### src/rtl/fetch_queue_pkg.sv
// Shared CPU front-end types: default datapath widths and the fetch entry {pc, instr}
// carried by the fetch queue and the IF/ID register.
package fetch_queue_pkg;

    localparam int ADDR_W_DEF = 32;
    localparam int DATA_W_DEF = 32;

    typedef struct packed {
        logic [ADDR_W_DEF-1:0] pc;
        logic [DATA_W_DEF-1:0] instr;
    } fetch_entry_t;

endpackage

### src/rtl/fetch_queue_mem.sv
// Fetch queue storage: DEPTH x WIDTH register array, one write port, one asynchronous
// read port. Contents are deliberately not reset.
module fetch_queue_mem
    import fetch_queue_pkg::*;
#(
    parameter int DEPTH = 4,
    parameter int WIDTH = ADDR_W_DEF + DATA_W_DEF,
    parameter int PTR_W = $clog2(DEPTH)
) (
    input  logic             clk_i,
    input  logic             we,
    input  logic [PTR_W-1:0] waddr,
    input  logic [WIDTH-1:0] wdata,
    input  logic [PTR_W-1:0] raddr,
    output logic [WIDTH-1:0] rdata
);

    logic [WIDTH-1:0] mem_r [DEPTH];

    // Write port: store the accepted entry at the write pointer
    always_ff @(posedge clk_i) begin
        if (we) begin
            mem_r[waddr] <= wdata;
        end
    end

    assign rdata = mem_r[raddr];

endmodule

### src/rtl/fetch_queue.sv
// Instruction prefetch FIFO between fetch and decode with single-cycle flush.
// Optional macro FETCH_QUEUE_BYPASS_EN: empty-queue push is forwarded to pop in the same cycle.
module fetch_queue
    import fetch_queue_pkg::*;
#(
    parameter int DEPTH  = 4,
    parameter int ADDR_W = ADDR_W_DEF,
    parameter int DATA_W = DATA_W_DEF
) (
    input  logic                       clk_i,
    input  logic                       rst_i,
    input  logic                       flush_i,
    input  logic                       push_valid_i,
    output logic                       push_ready_o,
    input  logic [ADDR_W-1:0]          push_pc_i,
    input  logic [DATA_W-1:0]          push_instr_i,
    output logic                       pop_valid_o,
    input  logic                       pop_ready_i,
    output logic [ADDR_W-1:0]          pop_pc_o,
    output logic [DATA_W-1:0]          pop_instr_o,
    output logic [$clog2(DEPTH+1)-1:0] count_o
);

    localparam int PTR_W = $clog2(DEPTH);
    localparam int CNT_W = $clog2(DEPTH + 1);
    localparam int ENT_W = ADDR_W + DATA_W;

    logic [PTR_W-1:0] rd_ptr_r;
    logic [PTR_W-1:0] wr_ptr_r;
    logic [CNT_W-1:0] count_r;

    logic             push_ready_s;
    logic             pop_valid_s;
    logic             bypass_s;
    logic             wr_en_s;
    logic             rd_adv_s;
    logic [ENT_W-1:0] mem_rdata_s;
    logic [ENT_W-1:0] head_s;

    fetch_queue_mem #(
        .DEPTH (DEPTH),
        .WIDTH (ENT_W),
        .PTR_W (PTR_W)
    ) u_mem (
        .clk_i (clk_i),
        .we    (wr_en_s),
        .waddr (wr_ptr_r),
        .wdata ({push_pc_i, push_instr_i}),
        .raddr (rd_ptr_r),
        .rdata (mem_rdata_s)
    );

    // Handshake qualification; rst_i gating keeps ready low for the whole reset window
    always_comb begin
        push_ready_s = rst_i & (count_r != CNT_W'(DEPTH)) & ~flush_i;
`ifdef FETCH_QUEUE_BYPASS_EN
        bypass_s     = rst_i & (count_r == {CNT_W{1'b0}}) & push_valid_i & ~flush_i;
`else
        bypass_s     = 1'b0;
`endif
        pop_valid_s  = (rst_i & (count_r != {CNT_W{1'b0}}) & ~flush_i) | bypass_s;
        if (bypass_s) begin
            head_s = {push_pc_i, push_instr_i};
        end else begin
            head_s = mem_rdata_s;
        end
        // A bypassed entry taken by decode never lands in storage
        wr_en_s  = push_valid_i & push_ready_s & ~(bypass_s & pop_ready_i);
        rd_adv_s = pop_valid_s & pop_ready_i & ~bypass_s;
    end

    // Head presentation: zeroed whenever nothing is valid
    always_comb begin
        pop_valid_o  = pop_valid_s;
        push_ready_o = push_ready_s;
        count_o      = count_r;
        if (pop_valid_s) begin
            pop_pc_o    = head_s[ENT_W-1:DATA_W];
            pop_instr_o = head_s[DATA_W-1:0];
        end else begin
            pop_pc_o    = {ADDR_W{1'b0}};
            pop_instr_o = {DATA_W{1'b0}};
        end
    end

    // Pointer and occupancy state; flush wins over any handshake in the same cycle
    always_ff @(posedge clk_i or negedge rst_i) begin
        if (!rst_i) begin
            rd_ptr_r <= {PTR_W{1'b0}};
            wr_ptr_r <= {PTR_W{1'b0}};
            count_r  <= {CNT_W{1'b0}};
        end else if (flush_i) begin
            rd_ptr_r <= {PTR_W{1'b0}};
            wr_ptr_r <= {PTR_W{1'b0}};
            count_r  <= {CNT_W{1'b0}};
        end else begin
            if (wr_en_s) begin
                wr_ptr_r <= wr_ptr_r + PTR_W'(1);
            end else begin
                wr_ptr_r <= wr_ptr_r;
            end
            if (rd_adv_s) begin
                rd_ptr_r <= rd_ptr_r + PTR_W'(1);
            end else begin
                rd_ptr_r <= rd_ptr_r;
            end
            case ({wr_en_s, rd_adv_s})
                2'b10:   count_r <= count_r + CNT_W'(1);
                2'b01:   count_r <= count_r - CNT_W'(1);
                default: count_r <= count_r;
            endcase
        end
    end

endmodule

### config.mk
export PLATFORM = sky130hd
export DESIGN_NAME = fetch_queue
export DESIGN_NICKNAME = d
export VERILOG_FILES = /design/src/rtl/fetch_queue_pkg.sv /design/src/rtl/fetch_queue_mem.sv /design/src/rtl/fetch_queue.sv
export SDC_FILE = /design/constraint.sdc
export NUM_CORES = 1
export LEC_CHECK = 0
export ABC_AREA = 1
export BUFFER_PORTS_ARGS = -buffer_cell sky130_fd_sc_hd__buf_4
export CAP_MARGIN = 15
export CORE_ASPECT_RATIO = 0.5
export CORE_MARGIN = 1.5
export CORE_UTILIZATION = 57
export DETAILED_ROUTE_END_ITERATION = 16
export GPL_ROUTABILITY_DRIVEN = 0
export PLACE_DENSITY_LB_ADDON = 0.05
export SYNTH_ARGS = -nofsm -noshare
export SYNTH_HDL_FRONTEND = slang
export SYNTH_SLANG_ARGS = --single-unit
### constraint.sdc
create_clock -name clk_i -period 5 [get_ports clk_i]
set_input_delay 1 -clock clk_i [delete_from_list [all_inputs] [get_ports clk_i]]
set_output_delay 1 -clock clk_i [all_outputs]
set_load 0.02 [all_outputs]
# ---- Yosys cells after proc, flatten, opt, wreduce, memory -nomap -nowiden
# Memories as Yosys holds them, arrays and structs flattened.
# Cells that the tools add are included.
dict set report totals {
  ff_bits 7
  ram_bits 256
  in_bits 69
  output_inout_bits 69
  wordCells 32
  n_memories 1
}
dict set report classes {
  add_sub_neg 4
  eq_ne 3
  n_mux 10
  bitwise 7
  reduce_logical 4
}
# memory depth width rd rd_ports_with_merged_regs write_ports line_no
set memory_table {}
lappend memory_table {u_mem.mem_r 4 64 1 0 1 fetch_queue_mem.sv:18} ;# logic [WIDTH-1:0] mem_r [DEPTH];
# cell n
set op_table {}
lappend op_table {{$mux 32} 2}
lappend op_table {{$mux 2} 4}
lappend op_table {{$and 1x1->1} 6}
lappend op_table {{$pmux 3 s2} 1}
lappend op_table {{$reduce_bool 3->1} 2}
lappend op_table {{$add 2x1->2 const B} 2}
lappend op_table {{$reduce_bool 2->1} 2}
lappend op_table {{$add 3x1->3 const B} 1}
lappend op_table {{$mux 3} 1}
lappend op_table {{$ne 3x3->1 const B} 1}
lappend op_table {{$sub 3x1->3 const B} 1}
lappend op_table {{$eq 2x1->1 const B} 1}
lappend op_table {{$eq 2x2->1 const B} 1}
lappend op_table {{$mux 1} 2}
lappend op_table {{$not 1->1} 1}

# ---- Logic depth before layout (Yosys ltp)
# Gate-level depths: netlist (run 1).
dict set report depth {
  word_depth 7
  mapped_depth 12
}

# ---- By module
# Synthesis (run 1) repeated with hierarchy kept, for this count alone.
dict set report unflattened {
  hier_cells 1208
  hier_area_um2 11773.8
}
# module n_inst cells_per_inst area_per_inst_um2 seq_area_each_um2
set modules_own_cells {}
lappend modules_own_cells {fetch_queue_mem 1 1010 10761.6 7687.4}
lappend modules_own_cells {fetch_queue 1 198 1012.2 175.2}

# ---- Worst setup path after synthesis (run 1)
# Ideal clock, no wire load.
dict set report synth_path {
  kind {input -> register}
  from {input rst_i}
  to {memory u_mem.mem_r[0][0] in the netlist's numbering (enable)}
  setup_time_ps 487
  arrival_time_ps 4046
  path_slack_ps 467
  stages 4
  path_buffers 0
  cell_sequence {inv_1 > nor2_4 > nand3_1 > nor2_1}
}
dict set report synth_between {
  elab_chain_cells 5
}
# element line_no
set synth_rtl {}
lappend synth_rtl {{start: declaration} fetch_queue.sv:11} ;# input logic rst_i,
lappend synth_rtl {{$and 1x1->1 (2 in a row)} fetch_queue.sv:55} ;# push_ready_s = rst_i & (count_r != CNT_W'(DEPTH)) & ~flush_i;
lappend synth_rtl {{$and 1x1->1} fetch_queue.sv:68} ;# wr_en_s = push_valid_i & push_ready_s & ~(bypass_s & pop_ready_i);
lappend synth_rtl {{$mux 1} fetch_queue_mem.sv:22} ;# if (we) begin
lappend synth_rtl {{$mux 1 (implied by the code)} fetch_queue_mem.sv:23} ;# mem_r[waddr] <= wdata;
lappend synth_rtl {{end: declaration} fetch_queue_mem.sv:18}
# No other way between the ends.

# ---- Worst setup path after layout (run 1)
dict set report layout_path {
  from {register rd_ptr_r[0]}
  to {output pop_instr_o[3]}
}
dict set report layout_between {
  elab_chain_cells 2
}
# element line_no
set layout_rtl {}
lappend layout_rtl {{start: declaration} fetch_queue.sv:28} ;# logic [PTR_W-1:0] rd_ptr_r;
lappend layout_rtl {{start signal: assignment} fetch_queue.sv:89} ;# rd_ptr_r <= {PTR_W{1'b0}};
lappend layout_rtl {{start signal: assignment} fetch_queue.sv:93} ;# rd_ptr_r <= {PTR_W{1'b0}};
lappend layout_rtl {{start signal: assignment} fetch_queue.sv:103} ;# rd_ptr_r <= rd_ptr_r + PTR_W'(1);
lappend layout_rtl {{$mem_v2 4x64} -}
lappend layout_rtl {{$mux 32} fetch_queue.sv:77} ;# if (pop_valid_s) begin
lappend layout_rtl {{end: declaration} fetch_queue.sv:20} ;# output logic [DATA_W-1:0] pop_instr_o,
# No other way between the ends.

==> metrics, run 1 <==
final setup vio count 0; FILL cells 1216; Cell variety after synth 20; share of flip-flops with an asynchronous set or reset 2.662%; wire per inst 17.54 um; Die ar. 19060 um2; initial antenna violation count 0; n_diodes 0; Crit Path Max Fanout 66; # Post-CTS Setup Buffers 0; total core area 17570 um2; reg2reg setup slack 2340 ps; worst-margin pin slew just over 900 ps; most frequent cell after synthesis nor2_1; H-tree depth 1; min Tclk post-route 4271 ps; Die X 193.7 um; CTS sink cnt 263; unrepaired setup endpoints after global routing no; violated checks design-rule violations; outcome finished, violations left; Initial Utilization around three fifths; Fin Clk Skew 7.958 ps; Required @ worst endpoint about 4000 ps; RR Endpoint u_mem.mem_r[0][44]$_DFFE_PP_; post-synthesis cell area 10370 um2; Die Y 98.37 um; CTS buffer count 23; Slew Limit Headroom 38.11%; Bufs on Longest Clock Path 3; Syn Nets ~900; Slew Viols, Final 0; buffers added on ports 137; Main synth FF type edfxtp_1; CTS root buffer clkbuf_16; CTS tree built; Final Instance Area 12340 um2; CP Capture Type primary output; row cnt 34; detailed-placement wirelength estimate ~12000 um; Area Overhead vs Synth 19.03%; Worst Path Arrival between 3000 and 4000 ps; clock-pin slew on the worst setup and hold paths roughly 70 ps; number of max-cap violations 0; vias in the first global route 6511; crit path kind reg -> out; antenna viol nets, final 0; Layout Nets 1025; Final Hold Fails 0; vias post-DR 6522; area share of the largest cell type after synthesis 74.15%; reg2reg start count_o[0]$_DFFE_PN0P_; leakage power 4.500 nW; power per standard cell area 387.1 nW/um2; #FFs+latches synth 263; setup TNS 0 ps; Period Utilization, post-route 85.43%; area of the multi-input gates approximately 2200 um2; largest net degree at the start of global routing 76; Starting DRT DRC Count 407; Cells after Synth 825; Psw 1.124 mW; total grt overflow 0; total I/O pin count 138; CTS resizes 0; Sequential Power Share 52.3%; number of synthesized flops with an enable pin 256; clock share of power ~37%; Worst-Skew Late Latency approximately 500 ps; largest cells by area after synthesis edfxtp_1 (74%), nor2_1 (9.6%), o21ai_0 (5.8%); DRC 7; dpl cells 1160; Pre-antenna DRT Iters 11; Total GRT Usage 22.58%; hold_ws 307.2 ps; post-synthesis sequential area ratio between 70% and 80%; worst vdd ir 0.2764 mV; Worst Setup Start Kind flop; Register Area 7868 um2; switching part of the total power 23.52%; via/cell ratio 5.430; Final WS setup roughly 730 ps; share of cells above drive strength 1 20.17%; global-route wire length before repair 33230 um; Yosys top cell by area edfxtp_1; FF-to-FF path depth 5; Post-synth top cells nor2_1 (264), edfxtp_1 (256), o21ai_0 (121), a21oi_1 (64), nand2_1 (20); Post-CTS Hold Buffers 0; Total Wirelength 21060 um; Placement Setup Slack 1100 ps; Fmax achieved 234.1 MHz; fin cells between 1000 and 1500; hold crit path type in -> async; Gate power share approximately 11%; Int Pwr 3.653 mW; placed inst area 11600 um2; yosys warns 0; Avg Cell Area, Syn 12.57 um2
-- layout by cell type (no fill, tap or decap), drive strengths merged, types with 3 or more instances in the layout --
cell type  netlist  routed
nor2           265     265
edfxtp         256     256
buf             35     150
o21ai          131     131
a21oi           64      64
clkbuf          14      26
nand2           20      20
inv             18      17
clkinv           0      10
dfrtp            7       7
nand3            5       5
ha               4       4
nand4            3       3
bufinv           0       3
clkinvlp         0       3
-- sequential cells by signal, indices dropped and copies added, names as in the netlist --
signal,count
u_mem.mem_r,256
count_o,3
rd_ptr_r,2
wr_ptr_r,2
-- layout make-up --
class                      count  share of cell area [%]
timing repair buffer         150                   9.328
multi-input combinational    495                   17.96
inverter                      18                  0.5576
sequential                   263                   63.75
clock buffer                  26                   4.755
tap                          234                   2.373
clock inverter                15                   1.277
-- worst max-delay path: stages (launching register included) --
cell      delay [ps]
dfrtp_4          830
clkinv_2         860
buf_12           490
o21ai_0          240
a21oi_1          120
buf_4            220
-- through the flow --
stage          util (%)  total power [mW]
4_1_cts           70.24             4.810
3_3_place_gp      66.00             3.068
6_report          70.24             4.777
3_5_place_dp      66.00             3.081
5_1_grt           70.24             4.953
2_1_floorplan         -             2.868
-- cells by family after synthesis --
kind of cell	Yosys count	share of synthesized area, %
xor+xnor	1	0.08450
buf+inv	67	3.102
simple gates	294	10.89
fa+ha+maj	5	0.6759
compound gates	195	9.414
flops	263	75.84
-- power groups by stage --
stage / Sequential, mW / Combinational (mW) / Clock (mW)
2_1_floorplan: 2.54 / 0.332 / 0
3_3_place_gp: 2.55 / 0.522 / 0
3_5_place_dp: 2.55 / 0.534 / 0
4_1_cts: 2.50 / 0.538 / 1.77
5_1_grt: 2.50 / 0.592 / 1.86
6_report: 2.50 / 0.533 / 1.74
-- worst max path at each step --
stage / cells after the start / slack (ps) / from / endpoint
6_report: 5 / 730 / rd_ptr_r[0]$_DFFE_PN0P_ / pop_instr_o[3]
5_1_grt: 5 / 460 / rd_ptr_r[0]$_DFFE_PN0P_ / pop_instr_o[3]
4_1_cts: 5 / 710 / rd_ptr_r[0]$_DFFE_PN0P_ / pop_instr_o[3]
3_5_place_dp: 7 / 1100 / rst_i / pop_instr_o[4]
3_3_place_gp: 7 / 1110 / rst_i / pop_instr_o[15]
2_1_floorplan: 4 / 470 / rst_i / u_mem.mem_r[0][0]$_DFFE_PP_
-- layer usage --
layer,vias to the layer above,global-route usage (%),wire (um)
met2,182,38.63,10110
met5,-,0,0
met1,3153,30.81,9180
met3,32,4.180,1417
met4,0,4.785,352
li1,3155,-,-
Note: power is estimated with default switching activity, not from simulation.
==> inputs of run 2 (changes only) <==
--- a/config.mk
+++ b/config.mk
@@ -8,9 +8,11 @@
 export ABC_AREA = 1
 export BUFFER_PORTS_ARGS = -buffer_cell sky130_fd_sc_hd__buf_4
 export CAP_MARGIN = 15
+export CELL_PAD_IN_SITES_DETAIL_PLACEMENT = 2
+export CELL_PAD_IN_SITES_GLOBAL_PLACEMENT = 2
 export CORE_ASPECT_RATIO = 0.5
 export CORE_MARGIN = 1.5
-export CORE_UTILIZATION = 57
+export CORE_UTILIZATION = 39
 export DETAILED_ROUTE_END_ITERATION = 16
 export GPL_ROUTABILITY_DRIVEN = 0
 export PLACE_DENSITY_LB_ADDON = 0.05
==> metrics, run 2 (synthesized netlist as in run 1, its figures left out) <==
crit-path cells buf_4, inv_1, nor2_4, nand2_2, buf_4, a21oi_1, buf_4 (was clkinv_2, buf_12, o21ai_0, a21oi_1, buf_4); fin cells 1311 (was 1201); Worst Path Arrival 2810 ps (was 3270 ps); slowest CP cell nand2_2 (was clkinv_2); CTS root buffer clkbuf_16 (unchanged); via/cell ratio 5.192 (was 5.430); n_diodes 0 (unchanged); worst vdd ir 0.3087 mV (was 0.2764 mV); Initial Utilization 40.42% (was 59.01%); number of max-cap violations 0 (unchanged); Area Overhead vs Synth 20.09% (was 19.03%); total grt overflow 0 (unchanged); outcome complete, no violations (was finished, violations left); reg2reg start count_o[0]$_DFFE_PN0P_ (unchanged); CP max stage delay 550 ps (was 860 ps); hold crit path type in -> async (unchanged); CTS resizes 0 (unchanged); Slew Viols, Final 0 (unchanged); Fin Clk Skew 9.792 ps (was 7.958 ps); detailed-placement wirelength estimate 16720 um (was 11670 um); max reg flops 256 (unchanged); total core area 25650 um2 (was 17570 um2); Die Y 118.3 um (was 98.37 um); clock-pin slew on the worst setup and hold paths 70 ps (about the same); global-route wire length before repair 43670 um (was 33230 um); leakage power 4.494 nW (was 4.500 nW); largest net degree at the start of global routing 69 (was 76); share of cells above drive strength 1 19.96% (was 20.17%); unrepaired setup endpoints after global routing no (unchanged); buffers added on ports 137 (unchanged); Total GRT Usage 20.73% (was 22.58%); Die X 233.6 um (was 193.7 um); final setup vio count 0 (unchanged); most common cell after layout, fill and taps aside nor2_1 (unchanged); FILL cells 2528 (was 1216); # Post-CTS Setup Buffers 0 (unchanged); Starting DRT DRC Count 393 (was 407); dpl cells 1270 (was 1160); CTS buffer count 25 (was 23); vias post-DR 6807 (was 6522); DRC 0 (was 7); reg2reg setup slack 2510 ps (was 2340 ps); CP most frequent cell buf_4; worst-margin pin slew 1039 ps (was 925.0 ps); Bufs on Longest Clock Path 3 (unchanged); family with the most delay on the worst path buffers and inverters (unchanged); CP Capture Type primary output (unchanged); most frequent cells in the layout nor2_1 (260), edfxtp_1 (256), buf_4 (149) (was nor2_1 (260), edfxtp_1 (256), buf_4 (148)); CP Launch Point rst_i (was rd_ptr_r[0]$_DFFE_PN0P_); Crit Path Max Fanout 37 (was 66); crit path kind in -> out (was reg -> out); Slew Limit Headroom 30.73% (was 38.11%); power per standard cell area 388.5 nW/um2 (was 387.1 nW/um2); Final Hold Fails 0 (unchanged); Period Utilization, post-route 76.11% (was 85.43%); row cnt 41 (was 34); Die ar. 27630 um2 (was 19060 um2); CTS tree built (unchanged); Critical path buffers and inverters 4 (was 3); wire per inst 21.61 um (was 17.54 um); Pre-antenna DRT Iters 4 (was 11); Total Wirelength 28340 um (was 21060 um); vias in the first global route 7637 (was 6511); Post-CTS Hold Buffers 0 (unchanged); min Tclk post-route 3806 ps (was 4271 ps); total I/O pin count 138 (unchanged); antenna viol nets, final 0 (unchanged); initial antenna violation count 0 (unchanged); CTS sink cnt 263 (unchanged); Biggest register u_mem.mem_r (unchanged); placed inst area 11720 um2 (was 11600 um2); Worst-Skew Late Latency 520 ps (was 500 ps); H-tree depth 1 (unchanged); Required @ worst endpoint 4000 ps (about the same); Worst Setup Start Kind primary input (was flop); setup TNS 0 ps (unchanged); Final Instance Area 12450 um2 (was 12340 um2); Fmax achieved 262.8 MHz (was 234.1 MHz); Layout Nets 1027 (was 1025)
-- run 2: cell count changes in the layout (fill, tap and decap cells not counted), sizes merged --
| cell | previous run | this run |
|---|---|---|
| clkinv | 10 | 9 |
| inv | 17 | 18 |
| clkbuf | 26 | 30 |
| clkinvlp | 3 | 1 |
| bufinv | 3 | 1 |
-- run 2: through the flow --
stage	hold WS, ps	total power, mW	util, %	setup slack [ps]
final	284.9	4.838	48.54	1194
after CTS	261.7	4.899	48.54	1156
after detailed placement	637.2	3.123	45.70	1180
after floorplan	579.4	2.868	-	467.2
after global routing	261.3	5.034	48.54	1021
after global placement	617.5	3.095	45.70	1234
-- run 2: path summary, 6_finish.rpt --
| path | to | cells after the start |
|---|---|---|
| max in group asynchronous | rd_ptr_r[0]$_DFFE_PN0P_ | 1 |
| worst max register to register | u_mem.mem_r[0][59]$_DFFE_PP_ | 5 |
| worst max-delay path | pop_pc_o[26] | 7 |
| min in group clk_i | count_o[2]$_DFFE_PN0P_ | 2 |
| worst min register to register | count_o[2]$_DFFE_PN0P_ | 2 |
| worst min-delay path | wr_ptr_r[0]$_DFFE_PN0P_ | 1 |
-- run 2: power breakdown --
group	total [mW]	switching, mW	leakage (nW)	internal (mW)
sequential	2.49	0.0263	2.40	2.46
clock	1.77	0.802	0.359	0.968
combinational	0.577	0.390	1.73	0.187
-- run 2: final cells by class --
class	count	area (um2)	share of cell area, %
clock inverter	11	85.08	0.6833
inverter	18	68.82	0.5527
clock buffer	30	644.4	5.175
sequential	263	7868	63.19
multi-input combinational	495	2216	17.80
timing repair buffer	150	1139	9.145
tap	344	430.4	3.457
-- run 2: routing by layer --
metal / share of wire, % / global-route usage, % / vias to the layer above / wire [um]
li1: - / - / 3152 / -
met1: 42 / 26.03 / 3522 / 12040
met4: 1.8 / 4.167 / 0 / 505
met5: 0 / 0 / - / 0
met3: 3.3 / 3.668 / 37 / 931
met2: 52 / 37.41 / 96 / 14860
